==> config.mk <==
export PLATFORM = sky130hd
export DESIGN_NAME = z80_axil_master
export DESIGN_NICKNAME = d
export VERILOG_FILES = /design/src/rtl/z80_axil_master.sv
export SDC_FILE = /design/constraint.sdc
export NUM_CORES = 1
export LEC_CHECK = 0
export CAP_MARGIN = 20
export CORE_MARGIN = 1
export CORE_UTILIZATION = 48
export CTS_CLUSTER_SIZE = 24
export DETAILED_ROUTE_END_ITERATION = 8
export PLACE_DENSITY_LB_ADDON = 0.08
export SYNTH_ARGS = -nofsm -noshare
export SYNTH_HDL_FRONTEND = slang
export SYNTH_SLANG_ARGS = --single-unit
==> constraint.sdc <==
create_clock -name AXI_CLK -period 4.2 [get_ports AXI_CLK]
set_input_delay 0.84 -clock AXI_CLK [delete_from_list [all_inputs] [get_ports AXI_CLK]]
set_output_delay 0.84 -clock AXI_CLK [all_outputs]
set_load 0.01 [all_outputs]
==> src/rtl/z80_axil_master.sv <==
// z80_axil_master
//
// AXI4-Lite master for the Z80 bus-capture path. Each single-cycle fetch pulse becomes
// one AXI4-Lite read or write. axi_busy is held while a transaction is outstanding, and
// the CPU wrapper turns it into the Z80 WAIT line.
//
// Ports
//   AXI_CLK, RESETN      bus clock; asynchronous active-low reset
//   A, D, wstrb          request address, lane-placed write data, write strobes
//   rdaddr_fetch         one-cycle read request pulse
//   wraddr_fetch         one-cycle write request pulse (address)
//   wrdata_fetch         one-cycle write request pulse (data, coincident with wraddr_fetch)
//   axi_busy             registered "transaction outstanding" flag
//   read_data            byte lane A[1:0] of the last completed read
//   last_resp            RRESP/BRESP of the last completed transaction (2'b11 on timeout)
//   req_overrun          sticky: a fetch pulse arrived while busy
//   AXI_ar*/r*/aw*/w*/b* AXI4-Lite master channels, 32-bit data; prot tied to 0
//
// Optional feature (macro Z80_AXIL_TIMEOUT_EN): watchdog that aborts any transaction
// stuck in one state for TIMEOUT_CYCLES clocks. Without the macro the block waits forever.
// If a read and a write pulse arrive together, the write runs first and the read is queued.

module z80_axil_master #(
    parameter int unsigned TIMEOUT_CYCLES = 1024
) (
    input  logic        AXI_CLK,
    input  logic        RESETN,
    input  logic [31:0] A,
    input  logic [31:0] D,
    input  logic [3:0]  wstrb,
    input  logic        rdaddr_fetch,
    input  logic        wraddr_fetch,
    input  logic        wrdata_fetch,
    output logic        axi_busy,
    output logic [7:0]  read_data,
    output logic [1:0]  last_resp,
    output logic        req_overrun,
    output logic [31:0] AXI_araddr,
    output logic [2:0]  AXI_arprot,
    output logic        AXI_arvalid,
    input  logic        AXI_arready,
    input  logic [31:0] AXI_rdata,
    input  logic [1:0]  AXI_rresp,
    input  logic        AXI_rvalid,
    output logic        AXI_rready,
    output logic [31:0] AXI_awaddr,
    output logic [2:0]  AXI_awprot,
    output logic        AXI_awvalid,
    input  logic        AXI_awready,
    output logic [31:0] AXI_wdata,
    output logic [3:0]  AXI_wstrb,
    output logic        AXI_wvalid,
    input  logic        AXI_wready,
    input  logic [1:0]  AXI_bresp,
    input  logic        AXI_bvalid,
    output logic        AXI_bready
);

    typedef enum logic [2:0] {
        StIdle,
        StRdAddr,
        StRdData,
        StWrAddrData,
        StWrResp
    } state_e;

    state_e      state_q, state_d;
    logic [31:0] araddr_q, araddr_d;
    logic [1:0]  lane_q, lane_d;
    logic        pend_q, pend_d;
    logic [31:0] pend_addr_q, pend_addr_d;
    logic [31:0] awaddr_q, awaddr_d;
    logic [31:0] wdata_q, wdata_d;
    logic [3:0]  wstrb_q, wstrb_d;
    logic        arvalid_q, arvalid_d;
    logic        rready_q, rready_d;
    logic        awvalid_q, awvalid_d;
    logic        wvalid_q, wvalid_d;
    logic        bready_q, bready_d;
    logic        busy_q, busy_d;
    logic [7:0]  read_data_q, read_data_d;
    logic [1:0]  last_resp_q, last_resp_d;
    logic        overrun_q, overrun_d;
    logic        fetch_any;
    logic        aw_done, w_done;

`ifdef Z80_AXIL_TIMEOUT_EN
    logic [31:0] cnt_q, cnt_d;
`else
    logic unused_timeout_cfg;
    assign unused_timeout_cfg = ^TIMEOUT_CYCLES;
`endif

    assign fetch_any = rdaddr_fetch | wraddr_fetch | wrdata_fetch;
    // A channel counts as complete once its valid has already dropped or handshakes now.
    assign aw_done   = !awvalid_q || AXI_awready;
    assign w_done    = !wvalid_q || AXI_wready;

    always_comb begin
        state_d     = state_q;
        araddr_d    = araddr_q;
        lane_d      = lane_q;
        pend_d      = pend_q;
        pend_addr_d = pend_addr_q;
        awaddr_d    = awaddr_q;
        wdata_d     = wdata_q;
        wstrb_d     = wstrb_q;
        arvalid_d   = arvalid_q;
        rready_d    = rready_q;
        awvalid_d   = awvalid_q;
        wvalid_d    = wvalid_q;
        bready_d    = bready_q;
        read_data_d = read_data_q;
        last_resp_d = last_resp_q;
        overrun_d   = overrun_q;

        unique case (state_q)
            StIdle: begin
                if (pend_q) begin
                    // Queued read from a simultaneous read+write; new pulses are refused.
                    araddr_d  = {pend_addr_q[31:2], 2'b00};
                    lane_d    = pend_addr_q[1:0];
                    pend_d    = 1'b0;
                    arvalid_d = 1'b1;
                    state_d   = StRdAddr;
                    if (fetch_any) begin
                        overrun_d = 1'b1;
                    end
                end else if (wraddr_fetch) begin
                    awaddr_d  = A;
                    wdata_d   = D;
                    wstrb_d   = wstrb;
                    awvalid_d = 1'b1;
                    wvalid_d  = 1'b1;
                    state_d   = StWrAddrData;
                    if (rdaddr_fetch) begin
                        pend_d      = 1'b1;
                        pend_addr_d = A;
                    end
                end else if (rdaddr_fetch) begin
                    araddr_d  = {A[31:2], 2'b00};
                    lane_d    = A[1:0];
                    arvalid_d = 1'b1;
                    state_d   = StRdAddr;
                end
            end
            StRdAddr: begin
                if (AXI_arready) begin
                    arvalid_d = 1'b0;
                    rready_d  = 1'b1;
                    state_d   = StRdData;
                end
            end
            StRdData: begin
                if (AXI_rvalid) begin
                    read_data_d = AXI_rdata[{lane_q, 3'b000} +: 8];
                    last_resp_d = AXI_rresp;
                    rready_d    = 1'b0;
                    state_d     = StIdle;
                end
            end
            StWrAddrData: begin
                if (awvalid_q && AXI_awready) begin
                    awvalid_d = 1'b0;
                end
                if (wvalid_q && AXI_wready) begin
                    wvalid_d = 1'b0;
                end
                if (aw_done && w_done) begin
                    bready_d = 1'b1;
                    state_d  = StWrResp;
                end
            end
            StWrResp: begin
                if (AXI_bvalid) begin
                    last_resp_d = AXI_bresp;
                    bready_d    = 1'b0;
                    state_d     = StIdle;
                end
            end
            default: begin
                state_d = StIdle;
            end
        endcase

        if ((state_q != StIdle) && fetch_any) begin
            overrun_d = 1'b1;
        end

`ifdef Z80_AXIL_TIMEOUT_EN
        cnt_d = '0;
        if (state_q != StIdle) begin
            if (state_d != state_q) begin
                cnt_d = '0;
            end else if (cnt_q == TIMEOUT_CYCLES - 1) begin
                if ((state_q == StRdAddr) || (state_q == StRdData)) begin
                    read_data_d = 8'hFF;
                end
                last_resp_d = 2'b11;
                arvalid_d   = 1'b0;
                rready_d    = 1'b0;
                awvalid_d   = 1'b0;
                wvalid_d    = 1'b0;
                bready_d    = 1'b0;
                pend_d      = 1'b0;
                state_d     = StIdle;
            end else begin
                cnt_d = cnt_q + 32'd1;
            end
        end
`endif

        // Busy covers every non-idle cycle plus the cycle after the final handshake.
        busy_d = (state_q != StIdle) || (state_d != StIdle);
    end

    always_ff @(posedge AXI_CLK or negedge RESETN) begin
        if (!RESETN) begin
            state_q     <= StIdle;
            araddr_q    <= '0;
            lane_q      <= '0;
            pend_q      <= 1'b0;
            pend_addr_q <= '0;
            awaddr_q    <= '0;
            wdata_q     <= '0;
            wstrb_q     <= '0;
            arvalid_q   <= 1'b0;
            rready_q    <= 1'b0;
            awvalid_q   <= 1'b0;
            wvalid_q    <= 1'b0;
            bready_q    <= 1'b0;
            busy_q      <= 1'b0;
            read_data_q <= 8'h00;
            last_resp_q <= 2'b00;
            overrun_q   <= 1'b0;
`ifdef Z80_AXIL_TIMEOUT_EN
            cnt_q       <= '0;
`endif
        end else begin
            state_q     <= state_d;
            araddr_q    <= araddr_d;
            lane_q      <= lane_d;
            pend_q      <= pend_d;
            pend_addr_q <= pend_addr_d;
            awaddr_q    <= awaddr_d;
            wdata_q     <= wdata_d;
            wstrb_q     <= wstrb_d;
            arvalid_q   <= arvalid_d;
            rready_q    <= rready_d;
            awvalid_q   <= awvalid_d;
            wvalid_q    <= wvalid_d;
            bready_q    <= bready_d;
            busy_q      <= busy_d;
            read_data_q <= read_data_d;
            last_resp_q <= last_resp_d;
            overrun_q   <= overrun_d;
`ifdef Z80_AXIL_TIMEOUT_EN
            cnt_q       <= cnt_d;
`endif
        end
    end

    assign axi_busy    = busy_q;
    assign read_data   = read_data_q;
    assign last_resp   = last_resp_q;
    assign req_overrun = overrun_q;
    assign AXI_araddr  = araddr_q;
    assign AXI_arprot  = 3'b000;
    assign AXI_arvalid = arvalid_q;
    assign AXI_rready  = rready_q;
    assign AXI_awaddr  = awaddr_q;
    assign AXI_awprot  = 3'b000;
    assign AXI_awvalid = awvalid_q;
    assign AXI_wdata   = wdata_q;
    assign AXI_wstrb   = wstrb_q;
    assign AXI_wvalid  = wvalid_q;
    assign AXI_bready  = bready_q;

endmodule

Word level (Yosys, flattened, before mapping)
Cells that the tools add are included.
{ "totals": {"inputBits": 114, "register_bits": 155} }
{ "op_classes": {"muxes": 41, "n_bitwise": 3, "eq_ne": 15, "shift": 1, "reduce_logical": 32} }
{ "op_table": {"columns": ["op", "count"], "rows": [
  ["32-bit 2-to-1 mux", 3],
  ["32-bit by 6-bit variable part select with 8-bit output", 1],
  ["3-bit 2-to-1 mux", 7],
  ["1-bit 2-to-1 mux", 19],
  ["3-bit AND reduction", 6],
  ["2-bit nonzero test", 9],
  ["2-bit inequality test (second input constant)", 8],
  ["4-bit AND reduction", 4],
  ["3-bit one-hot mux with 5 select lines", 1],
  ["2-bit 2-to-1 mux", 5],
  ["1-bit one-hot mux with 2 select lines", 5],
  ["3-bit by 2-bit equality test with 1-bit output (second input constant)", 2],
  ["3-bit inequality test (second input constant)", 2],
  ["3-bit nonzero test", 2],
  ["1-bit logical AND", 4],
  ["2-bit one-hot mux with 2 select lines", 1],
  ["3-bit by 1-bit equality test with 1-bit output (second input constant)", 1],
  ["3-bit equality test (second input constant)", 1],
  ["3-bit logical NOT", 1],
  ["1-bit logical OR", 3],
  ["1-bit logical NOT", 2],
  ["2-bit by 1-bit inequality test with 1-bit output (second input constant)", 1],
  ["1-bit bitwise OR", 2],
  ["2-bit AND reduction", 1],
  ["1-bit NOT", 1]
]} }

Longest topological paths before layout
{ "logic_depth": {"word_depth": 7, "ltp_mapped": 6, "ltp_nobuf": 3} }

Least setup slack after synthesis
No wires, ideal clock.
{ "synth_timing": {"kind": "input to register", "from": "in wraddr_fetch", "to": "reg araddr_q[10], in the netlist AXI_araddr[10]", "setup_slack_ns": 2.344, "cell_stages": 4, "path_buffers": 1, "setup_ns": 0.125, "t_arrival_ns": 1.731, "required_ns": 4.075, "path_cell_list": "nand2b_1 > a21oi_4 > buf_6 > mux2_2"} }
{ "synth_via": {"elab_chain_len": 2} }
{ "synth_rtl": {"columns": ["element", "line", "source"], "rows": [
  ["from (decl)", "32", "input logic wraddr_fetch,"],
  ["2-bit by 1-bit inequality test with 1-bit output (no source line)", null, null],
  ["3-bit AND reduction (no source line)", null, null],
  ["to (signal assigned)", "241", "araddr_q <= araddr_d;"],
  ["to (decl)", "68", "logic [31:0] araddr_q, araddr_d;"]
]} }
Every way passes these cells.
A chain may end at the register's enable or synchronous reset.

Worst setup path in the final report
{ "layout_timing": {"from": "reg pend_q", "to": "reg pend_addr_q[17]"} }
{ "layout_via": {"elab_chain_len": 2} }
{ "layout_rtl": {"columns": ["element", "line", "source"], "rows": [
  ["from (decl)", "70", "logic pend_q, pend_d;"],
  ["from (signal assigned)", "243", "pend_q <= pend_d;"],
  ["1-bit NOT (no source line)", null, null],
  ["4-bit AND reduction (no source line)", null, null],
  ["to (signal assigned)", "244", "pend_addr_q <= pend_addr_d;"],
  ["to (decl)", "71", "logic [31:0] pend_addr_q, pend_addr_d;"]
]} }
Every way passes these cells.

==> flow_metrics.tcl <==
set metrics [dict create \
    status "completed" \
    critical_path_required_ns 4.50 \
    clkTransAtPathRegs_ns 0.06 \
    ys_dominant_reg_cell "dfrtp_1" \
    cts.path.max_buffers 2 \
    min_from "read_data[3]$_DFFE_PN0P_" \
    numCtsBuffers 17 \
    drt_iter0_drc 123 \
    grt.overflow.total 0 \
    worstMarginPinSlew_ns 0.941 \
    drive_gt1_share_pct 31.1 \
    power_leakage_nw 3.96 \
    fmax_mhz 384 \
    reg2regPathDepth 3 \
    row_count 42 \
    syn_area_per_cell_sq_um 15.0 \
    period_needed_ns 2.60 \
    yosysTopAreaCellShare_pct 58.9 \
    cts_setup_buffers 0 \
    post_drt_wl_per_cell_um 17.7 \
    vdd_drop_max_v 0.000399 \
    post-route-period-util_pct 61.9 \
    die_h_um 118 \
    synthSimpleGateAreaFrac_pct 4.48 \
    synthTopCellsByCount "mux2_2, dfrtp_1, nand2_1" \
    vias_per_cell 5.11 \
    ant_nets 0 \
    fin_worst_skew_ns 0.00831 \
    synthTopCellsByArea "dfrtp_1, mux2_2, mux4_2" \
    rr_endpoint "pend_addr_q[17]$_DFFE_PN0P_" \
    grt_pass1_wl_um 24200 \
    fp.coreArea_sq_um 13200 \
    yosysSeqAreaShare_pct 58.9 \
    die_x_um 118 \
    drc_errors 0 \
    hold_path_class "flip-flop to flip-flop" \
    min_path_cells 2 \
    synthMuxAreaShare_pct 31.2 \
    cts_max_level 4 \
    ys_async_sr_fraction_pct 100 \
    antenna_found_initial 0 \
    gp_congestion 0.795 \
    hold_violations 0 \
    synth_edf_count 0 \
    vias 4335 \
    tritoncts "built" \
    synth_top_area_cell "dfrtp_1" \
    cts_resized 0 \
    crit_fanout 36 \
    die-area_sq_um 14000 \
    port-buffer-count 228 \
    maxCapViolations 0 \
    start_kind "flip-flop" \
    end_kind "flip-flop" \
    p_per_area_nw_per_um2 764 \
    synth_adder_area_share_pct 0 \
    synth.distinct_cells 32 \
    io_pins 237 \
    synth_seq_cells 153 \
    grt_pass1_vias 4686 \
    fin_tns_setup_ns 0 \
    synthXorXnorAreaFrac_pct 0 \
    synth_compound_area_share_pct 1.73 \
    worstSetupPathType "flip-flop to flip-flop" \
    synthToLayoutAreaGrowth_pct 45.2 \
    drv_slew 0 \
    slew_headroom_pct 37.3 \
    grt_max_degree 93 \
    fill_cells 962 \
    regToRegSetupSlack_ns 1.60 \
    min_to "read_data[3]$_DFFE_PN0P_" \
    crit_arrival_ns 2.90 \
    first_pass_iters 4 \
    start_util_pct 49.1 \
    yosysWarnings 0 \
    timing.rr.start "pend_q$_DFFE_PN0P_" \
    num_antenna_cells 0 \
    synth_top_family_by_area "multiplexers" \
    nets 774 \
    hpwl_um 10300 \
    hold_buffers 0 \
    synth.cell_area_sq_um 6500 \
    grt_usage_pct 22.6 \
    rsz0062_at_grt "false" \
    synthCells 434 \
    cts.sinks 153 \
    setup_violations 0 \
    final_util_pct 71.3 \
    synth_most_common_cell "mux2_2" \
    clk_latency_ns 0.42 \
    ctsRootBufferMaster "clkbuf_16" \
    routed_wl_um 15000 \
]
cells by family (layout without fill, tap and decap cells):
kind of cell,after synthesis,in the layout
AND/OR/NAND/NOR,56,56
flip-flops,153,153
other,1,8
buffers and inverters,37,268
multiplexers,172,172
AO/OA/AOI/OAI,15,15
area by class of cell:
cell class              instances  area [sq um]  area share, %
multi-input cells             251          2470           26.2
clock buffers                  22           464           4.92
flip-flops and latches        153          3830           40.6
inverters                       4          15.0          0.159
well taps                     176           220           2.33
repair buffers                233          2320           24.6
clock inverters                 9           123           1.30
metal layers:
layer	share of wire, %	routed length, um	GRT usage [%]
met1	40	6000	26.2
met2	51	7590	38.6
met3	6.9	1030	7.09
met4	2.4	361	9.65
met5	0	0	0
power breakdown:
group / switching, mW / internal, mW / total, mW
logic: 1.06 / 1.92 / 2.99
registers: 0.484 / 2.22 / 2.70
clock network: 0.563 / 0.957 / 1.52
total: 2.11 / 5.10 / 7.21
cells in the final DEF (no fill, tap or decap), types with 4 or more instances in the layout:
| cell type | Yosys | routed |
|---|---|---|
| mux2_2 | 159 | 159 |
| conb_1 | 1 | 8 |
| mux4_2 | 8 | 8 |
| nand2_1 | 33 | 32 |
| buf_4 | 9 | 5 |
| dfrtp_1 | 153 | 152 |
| nor2_1 | 5 | 5 |
| mux2_1 | 5 | 5 |
| nand2b_1 | 4 | 4 |
| clkdlybuf4s50_1 | 0 | 227 |
| clkinv_2 | 0 | 5 |
| nor3_1 | 4 | 4 |
| clkbuf_16 | 0 | 17 |
| inv_1 | 4 | 4 |
worst max-delay path by stage:
stage,depth (start not counted),start,to,slack [ns]
after global routing,3,pend_q$_DFFE_PN0P_,pend_addr_q[17]$_DFFE_PN0P_,1.48
final,3,pend_q$_DFFE_PN0P_,pend_addr_q[17]$_DFFE_PN0P_,1.60
after global placement,5,wraddr_fetch,AXI_araddr[14]$_DFFE_PN0P_,1.24
after detailed placement,5,wraddr_fetch,AXI_araddr[14]$_DFFE_PN0P_,1.22
after CTS,3,pend_q$_DFFE_PN0P_,pend_addr_q[17]$_DFFE_PN0P_,1.58
after floorplan,4,wraddr_fetch,AXI_araddr[10]$_DFFE_PN0P_,2.34
worst max-delay path, cell delays in order, from the launching register on:
cell     delay, ns
dfrtp_2       0.72
nor4_4        0.50
and3_2        0.83
mux2_2        0.42
flip-flops by register name (all words and copies together) (netlist names), 3 cells and up:
| register | count |
|---|---|
| AXI_awaddr | 32 |
| AXI_wdata | 32 |
| pend_addr_q | 32 |
| AXI_araddr | 30 |
| read_data | 8 |
| AXI_wstrb | 4 |
| state_q | 3 |
through the flow:
stage | worst slack (ns) | hold slack, ns | cell area, sq um | power, mW | std cells
global placement | 1.24 | 0.460 | 8860 | 5.63 | 817
global route | 1.48 | 0.509 | 9440 | 7.62 | 848
detailed placement | 1.22 | 0.465 | 8860 | 5.74 | 817
finish | 1.60 | 0.478 | 9440 | 7.21 | 848
CTS | 1.58 | 0.480 | 9440 | 7.29 | 848
floorplan | 2.34 | 0.475 | 6530 | 4.22 | 441
Note: power is estimated with default switching activity, not from simulation.
